`src/rtl/switch_box_element_cfg.sv`:
```
// ---------------------------------------------------------------------------
// switch_box_element_cfg
//
// A programmable routing switch box. It has WIDTH tracks on each of the four
// sides. Output track t on any side draws only from input track t on the
// other three sides, so tracks never mix. For each output there is a 2-bit
// select and a 1-bit register-mode flag. When the flag is set, the output
// comes from a flop with one cycle of latency instead of directly from the
// mux.
//
// The configuration is loaded serially into a shadow chain. It is then
// copied into the active configuration by a commit. The commit is accepted
// only when exactly CFG_BITS shift cycles have occurred since the previous
// commit attempt. Any other count is rejected and flagged on cfg_err.
//
// Ports
//   clk         rising-edge clock
//   rst_n       asynchronous active-low reset
//   north_in    WIDTH routing inputs, north side (east/south/west likewise)
//   north_out   WIDTH routing outputs, north side (east/south/west likewise)
//   cfg_shift   shift cfg_in into the top of the shadow chain this cycle
//   cfg_in      serial configuration data
//   cfg_out     shadow chain tail (shadow[0]), for daisy-chaining
//   cfg_commit  request to copy shadow into the active configuration
//   cfg_valid   an active configuration has been committed since reset
//   cfg_err     sticky: the last commit attempt was rejected
//
// Per-track field, at bits [12t+11:12t]:
//   [1:0] north sel  [3:2] east sel  [5:4] south sel  [7:6] west sel
//   [8] north reg    [9] east reg    [10] south reg   [11] west reg
// ---------------------------------------------------------------------------
module switch_box_element_cfg #(
  parameter int unsigned WIDTH    = 4,
  parameter int unsigned CFG_BITS = 12 * WIDTH
) (
  input  logic             clk,
  input  logic             rst_n,
  input  logic [WIDTH-1:0] north_in,
  input  logic [WIDTH-1:0] east_in,
  input  logic [WIDTH-1:0] south_in,
  input  logic [WIDTH-1:0] west_in,
  output logic [WIDTH-1:0] north_out,
  output logic [WIDTH-1:0] east_out,
  output logic [WIDTH-1:0] south_out,
  output logic [WIDTH-1:0] west_out,
  input  logic             cfg_shift,
  input  logic             cfg_in,
  output logic             cfg_out,
  input  logic             cfg_commit,
  output logic             cfg_valid,
  output logic             cfg_err
);

  localparam int unsigned CNT_W = $clog2(CFG_BITS + 2);
  localparam logic [CNT_W-1:0] CNT_FULL = CNT_W'(CFG_BITS);
  localparam logic [CNT_W-1:0] CNT_SAT  = CNT_W'(CFG_BITS + 1);

  // Reset value per track: every select is 3 (constant 0) and no register mode.
  localparam logic [CFG_BITS-1:0] ACTIVE_RST = {WIDTH{12'h0FF}};

  typedef enum logic [1:0] {
    IDLE,
    LOADING,
    OVERRUN
  } state_t;

  state_t              state;
  logic [CNT_W-1:0]    cnt;
  logic [CFG_BITS-1:0] shadow;
  logic [CFG_BITS-1:0] active;

  logic [WIDTH-1:0] mux_n, mux_e, mux_s, mux_w;
  logic [WIDTH-1:0] flop_n, flop_e, flop_s, flop_w;

  assign cfg_out = shadow[0];

  // ---------------------------------------------------------------------
  // Configuration chain, shift counter and commit FSM.
  // The state always agrees with cnt:
  //   IDLE    when cnt == 0
  //   LOADING when 0 < cnt <= CFG_BITS
  //   OVERRUN when cnt == CFG_BITS+1 (cnt saturates there)
  // ---------------------------------------------------------------------
  always_ff @(posedge clk or negedge rst_n) begin
    if (!rst_n) begin
      state     <= IDLE;
      cnt       <= '0;
      shadow    <= '0;
      active    <= ACTIVE_RST;
      cfg_valid <= 1'b0;
      cfg_err   <= 1'b0;
    end else begin
      if (cfg_shift) begin
        shadow <= {cfg_in, shadow[CFG_BITS-1:1]};
      end

      if (cfg_commit) begin
        // A commit always restarts the count. If a shift happens in the same
        // cycle, it still moves the chain but is not counted, and it forces
        // the commit to be rejected.
        state <= IDLE;
        cnt   <= '0;
        if (!cfg_shift && state == LOADING && cnt == CNT_FULL) begin
          active    <= shadow;
          cfg_valid <= 1'b1;
          cfg_err   <= 1'b0;
        end else begin
          cfg_err   <= 1'b1;
        end
      end else if (cfg_shift) begin
        case (state)
          IDLE: begin
            state <= LOADING;
            cnt   <= CNT_W'(1);
          end
          LOADING: begin
            if (cnt == CNT_FULL) begin
              state <= OVERRUN;
              cnt   <= CNT_SAT;
            end else begin
              cnt   <= cnt + CNT_W'(1);
            end
          end
          default: begin
            state <= OVERRUN;
            cnt   <= CNT_SAT;
          end
        endcase
      end
    end
  end

  // ---------------------------------------------------------------------
  // Per-track selection muxes (disjoint topology).
  // ---------------------------------------------------------------------
  always_comb begin
    mux_n = '0;
    mux_e = '0;
    mux_s = '0;
    mux_w = '0;
    for (int unsigned t = 0; t < WIDTH; t++) begin
      case (active[12*t +: 2])
        2'd0:    mux_n[t] = east_in[t];
        2'd1:    mux_n[t] = south_in[t];
        2'd2:    mux_n[t] = west_in[t];
        default: mux_n[t] = 1'b0;
      endcase
      case (active[12*t+2 +: 2])
        2'd0:    mux_e[t] = south_in[t];
        2'd1:    mux_e[t] = west_in[t];
        2'd2:    mux_e[t] = north_in[t];
        default: mux_e[t] = 1'b0;
      endcase
      case (active[12*t+4 +: 2])
        2'd0:    mux_s[t] = west_in[t];
        2'd1:    mux_s[t] = north_in[t];
        2'd2:    mux_s[t] = east_in[t];
        default: mux_s[t] = 1'b0;
      endcase
      case (active[12*t+6 +: 2])
        2'd0:    mux_w[t] = north_in[t];
        2'd1:    mux_w[t] = east_in[t];
        2'd2:    mux_w[t] = south_in[t];
        default: mux_w[t] = 1'b0;
      endcase
    end
  end

  // The output flops load every cycle, whether or not register mode is
  // selected. Turning register mode on therefore never shows data that is
  // more than one cycle old.
  always_ff @(posedge clk or negedge rst_n) begin
    if (!rst_n) begin
      flop_n <= '0;
      flop_e <= '0;
      flop_s <= '0;
      flop_w <= '0;
    end else begin
      flop_n <= mux_n;
      flop_e <= mux_e;
      flop_s <= mux_s;
      flop_w <= mux_w;
    end
  end

  // Per-output choice between the combinational mux and the registered path.
  always_comb begin
    north_out = '0;
    east_out  = '0;
    south_out = '0;
    west_out  = '0;
    for (int unsigned t = 0; t < WIDTH; t++) begin
      north_out[t] = active[12*t+8]  ? flop_n[t] : mux_n[t];
      east_out[t]  = active[12*t+9]  ? flop_e[t] : mux_e[t];
      south_out[t] = active[12*t+10] ? flop_s[t] : mux_s[t];
      west_out[t]  = active[12*t+11] ? flop_w[t] : mux_w[t];
    end
  end

endmodule
```
`config.mk`:
```
export PLATFORM = sky130hd
export DESIGN_NAME = switch_box_element_cfg
export DESIGN_NICKNAME = d
export VERILOG_FILES = /design/src/rtl/switch_box_element_cfg.sv
export SDC_FILE = /design/constraint.sdc
export NUM_CORES = 1
export LEC_CHECK = 0
export ABC_AREA = 1
export BUFFER_PORTS_ARGS = -buffer_cell sky130_fd_sc_hd__buf_4
export CAP_MARGIN = 40
export CORE_MARGIN = 5
export CORE_UTILIZATION = 45
export DETAILED_ROUTE_END_ITERATION = 10
export PLACE_DENSITY = 0.61
export SYNTH_ARGS = -nofsm -noshare
export SYNTH_HDL_FRONTEND = slang
export SYNTH_SLANG_ARGS = --single-unit
```
`constraint.sdc`:
```
create_clock -name clk -period 3.7 [get_ports clk]
set_input_delay 0.555 -clock clk [delete_from_list [all_inputs] [get_ports clk]]
set_output_delay 0.555 -clock clk [all_outputs]
set_load 0.01 [all_outputs]
```
# Word-level counts from Yosys, hierarchy flattened

Cells that the tools add are included.

Latch bits: 0
Memories kept: 0
Output and inout port bits: 19
RAM bits: 0
Input bits: 21
Logic and storage cells: 110
ROM bits: 0
Register bits: 122

Equality and inequality tests: 35
Multiplexer cells: 41
Div/mod/pow operators: 0
Bitwise logic cells: 0
Multiply operators: 0
Magnitude comparators: 0
Reductions and logical operators: 23
Add/subtract/negate cells: 1
Shift operators: 0

Operators with widths:

| cell                                                                    | number |
|---|---|
| 1-bit one-hot mux with 3 select lines                                   | 16 |
| 2-bit by 1-bit equality test with 1-bit output, second input constant   | 17 |
| 2-bit zero test                                                         | 17 |
| 2-bit equality test, second input constant                              | 16 |
| 6-bit 2-to-1 mux                                                        | 3 |
| 1-bit 2-to-1 mux                                                        | 17 |
| 6-bit one-hot mux with 2 select lines                                   | 1 |
| 6-bit by 1-bit adder with 6-bit output, second input constant           | 1 |
| 6-bit equality test, second input constant                              | 1 |
| 2-bit 2-to-1 mux                                                        | 3 |
| 2-bit one-hot mux with 2 select lines                                   | 1 |
| 2-bit AND reduction                                                     | 2 |
| 3-bit by 2-bit inequality test with 1-bit output, second input constant | 1 |
| 1-bit logical AND                                                       | 2 |
| 2-bit nonzero test                                                      | 1 |
| 1-bit zero test                                                         | 1 |

# Logic depth before layout (Yosys ltp)

Word-level depth: 5
Gate-level depth with buffers: 9
Gate-level depth less buffers: 9

# Worst setup path after synthesis

OpenSTA, ideal clock, no wires.

Kind: input-to-output
From: input port south_in[0]
To: output port north_out[0]
Path buffers: 0
Setup slack: 2.200 ns
Arrival time: 0.945 ns
Stages on the path: 4
Required time: 3.145 ns
Path through: nand3_1 nand3_1 nor2_1 a21oi_1

Longest elaborated chain between the ends: 2

Ends and longest elaborated chain:

| element                               | RTL line | source |
|---|---|---|
| start, declared                       | 40       | `input logic [WIDTH-1:0] south_in,` |
| 1-bit one-hot mux with 3 select lines | 142      | `case (active[12*t +: 2])` |
| via mux_n[0]                          | 72       | `logic [WIDTH-1:0] mux_n, mux_e, mux_s, mux_w;` |
| 1-bit 2-to-1 mux                      | 193      | `north_out[t] = active[12*t+8] ? flop_n[t] : mux_n[t];` |
| end, declared                         | 42       | `output logic [WIDTH-1:0] north_out,` |

The timed path passes the listed nets, and every way through them passes these cells.

# Final worst setup path

From: register cnt[0]
To: register active[34]

Longest elaborated chain between the ends: 3

Ends and longest elaborated chain:

| element                       | RTL line | source |
|---|---|---|
| start, declared               | 68       | `logic [CNT_W-1:0] cnt;` |
| start signal, assigned        | 121      | `cnt <= cnt + CNT_W'(1);` |
| 6-bit equality test           | 103      | `if (!cfg_shift && state == LOADING && cnt == CNT_FULL) begin` |
| 1-bit logical AND             | 103      |  |
| 2-bit AND reduction (no line) | --       |  |
| end signal, assigned          | 104      | `active <= shadow;` |
| end, declared                 | 70       | `logic [CFG_BITS-1:0] active;` |

Every way passes these cells.
A chain may end at the register's enable or synchronous reset.

==> results by group <==
Logic synthesis
  – Top cells by area, synth: dfrtp_1 (43%), dfstp_2 (16%), nand2_1 (8.5%)
  – Avg Inst Size Synth: 8.73 µm²
  – Syn Inst Count: 595
  – Synth unique cells: 20
  – Seq cells post-synth: 122
  – Area leader, netlist: dfrtp_1
  – Dominant synthesized flop cell: dfrtp_1
  – Ys Warns: 0
  – FFs w/ async S/R, synth: 100%
  – Top-count cell post-synth: nand2_1
  – Syn nets: 618
  – Yosys top cell area share: 43.4%
  – EDFF count, synth: 0
  – Mapped Area: 5190 µm²
  – Seq/Total Area, Yosys: 59.6%
  – Most frequent cells after synthesis: nand2_1 (118), inv_1 (106), dfrtp_1 (90)

Clock network
  – Worst-Skew Late Latency: 0.41 ns
  – Clock-pin slew on the worst setup and hold paths: 0.05 ns
  – Clock sinks: 122
  – Root buffer cell: clkbuf_16
  – CTS tree: yes
  – CTS Buf Count: 17
  – Hold Buf Count CTS: 0
  – Post_cts resized: 0
  – H-tree depth: 4
  – Max clock buf depth: 2
  – Number of post-CTS setup repair buffers: 0

Timing
  – Fin crit period: 2.14 ns
  – Pin slew with the least headroom to its limit: 0.816 ns
  – Setup_tns: 0 ns
  – Fmax: 467 MHz
  – Final setup viols: 0
  – RSZ-0062 raised after global routing: false
  – Max-slew violations: 0
  – Relative slew slack: 45.6%
  – Final hold vios: 0
  – Period utilization: 57.9%
  – Post-Route Skew: 0.00619 ns

Cells and area
  – N_diodes: 0
  – Area delta synth->final: 17.6%
  – Final net count: 656
  – Filler cells: 1038
  – Design Area, Final: 6110 µm²
  – Fraction of layout cells with a size suffix above 1: 15.3%

Placed design
  – RD Place Congestion: 0.840
  – DP Area: 5590 µm²
  – HPWL Detailed: 6300 µm
  – Port bufs: 39

Worst setup path
  – Crit Path Class: reg -> reg
  – Req. time, crit path: 3.99 ns
  – Crit-path max FO: 61
  – CP endpoint kind: flip-flop
  – Critical Path AT: 2.43 ns
  – Worst setup SP type: flip-flop

Hold path
  – Worst min path class: in -> async

Global route
  – Busiest grt layer: met2
  – Tot GR Track Use: 14.9%
  – First-pass GRT wire length: 16900 µm
  – Met2 GRT Util: 23.0%
  – Vias in the first global route: 3663
  – Congestion Overflow GR: 0
  – Grt met3 use: 5.29%
  – Met1 GRT Util: 19.2%
  – Largest net degree at the start of global routing: 100
  – Initial antenna violation count: 0

Power and ir drop
  – Pleak: 2.72 nW
  – PD cells: 524 nW/µm²
  – Clock Power Share: 45.3%
  – Maximum VDD drop: 0.000315 V
  – Switching share of power: 23.2%
  – P_sw: 0.742 mW
  – Seq pwr share: 46.9%
  – Combinational Power Share: 7.8%
  – Internal power: 2.46 mW

Floorplan
  – DIE AREA: 13800 µm²
  – Core Box Area: 11400 µm²
  – Die Wd: 117 µm
  – IO Count: 40
  – Row cnt: 39
  – Starting density of the core: 45.7%
  – DIE HEIGHT: 117 µm

Route
  – DR WL/cell: 11.9 µm
  – Detail Route Antenna Nets: 0
  – First drt pass iteration count: 5
  – DRT Wirelength: 9420 µm
  – Initial DRC Count: 198
  – DR vias/cell: 4.80
  – Routed via count: 3790
  – Number of remaining DRC errors: 0

Run status
  – Outcome: finished clean

Job
  – Max cap viols: 0
area by class of cell:
cell class	instances	area (µm²)	share of cell area [%]
inverters	108	405	6.64
well taps	143	179	2.93
clock inverters	2	10.0	0.164
clock buffers	30	514	8.42
multi-input cells	343	1580	25.8
repair buffers	41	333	5.45
flip-flops and latches	122	3090	50.6
sequential cells by signal, indices dropped and copies added (netlist names):
register / count
state: 2
shadow: 48
cfg_valid: 1
cfg_err: 1
flop_s: 4
cnt: 6
flop_w: 4
flop_e: 4
flop_n: 4
active: 48
power by group through the flow:
stage | Combinational (mW) | Sequential, mW | Clock (mW)
after CTS | 0.258 | 1.50 | 1.50
after floorplan | 0.153 | 1.51 | 0
after global routing | 0.298 | 1.51 | 1.56
after detailed placement | 0.257 | 1.52 | 0
after global placement | 0.250 | 1.52 | 0
final | 0.250 | 1.50 | 1.45
layout by cell type, fill, tap and decap left out:
cell type	Yosys	routed
nand3_4	0	1
dfstp_2	32	32
buf_12	0	2
o21a_1	1	1
o21bai_1	1	1
nor2_1	28	28
o21ai_0	55	55
nand2_1	118	118
clkbuf_8	0	4
inv_2	2	2
dfrtp_1	90	90
xor2_1	2	2
clkbuf_16	0	17
clkinv_2	0	2
ha_1	2	2
clkbuf_1	6	9
nor3_1	1	1
a21oi_1	16	16
nand3_1	75	75
o22ai_1	1	1
o21ai_1	42	42
buf_4	0	39
inv_1	106	106
kinds of logic (layout without fill, tap and decap cells):
kind of cell               after synthesis  count (layout)  share of synthesized area [%]
and+or+nand+nor                        223             223                           18.1
buffers and inverters                  130             181                           10.3
adders and majority gates                2               2                          0.482
DFF                                    122             122                           59.6
AOI/OAI and AO/OA                      116             116                           11.3
xor gates and xnor gates                 2               2                          0.337
per-layer routing:
layer	up-vias	part of all wire (%)
met5	-	0
met4	0	1.8
met3	17	3.6
met2	47	47
met1	1764	47
li1	1962	-
final timing paths:
kind                              end  depth (start not counted)  slack (ns)      start
max                        active[34]                          8        1.56     cnt[0]
min                         flop_w[3]                          1        0.20      rst_n
max reg2reg                active[34]                          8        1.56     cnt[0]
min reg2reg                 shadow[5]                          2        0.47  shadow[6]
max in group asynchronous  active[24]                          2        2.66      rst_n
min in group clk           shadow[47]                          3        0.36     cfg_in
worst max-delay path, cell delays in order (launching register included):
cell and delay (ns):
dfrtp_1 0.43, inv_1 0.09, ha_1 0.16, nand3_1 0.07
nor2_1 0.19, nand3_4 0.53, buf_12 0.40, nand2_1 0.07
o21ai_1 0.06
stage by stage:
step | hold WS [ns] | cells | power, mW | worst slack, ns | util, %
floorplan | 0.259 | 595 | 1.66 | 2.20 | -
global placement | 0.453 | 757 | 1.77 | 1.28 | 49.1
detailed placement | 0.465 | 757 | 1.78 | 1.24 | 49.1
CTS | 0.216 | 789 | 3.25 | 1.52 | 53.7
global route | 0.249 | 789 | 3.37 | 1.35 | 53.7
finish | 0.197 | 789 | 3.20 | 1.56 | 53.7
(Power assumes the default switching activity.)
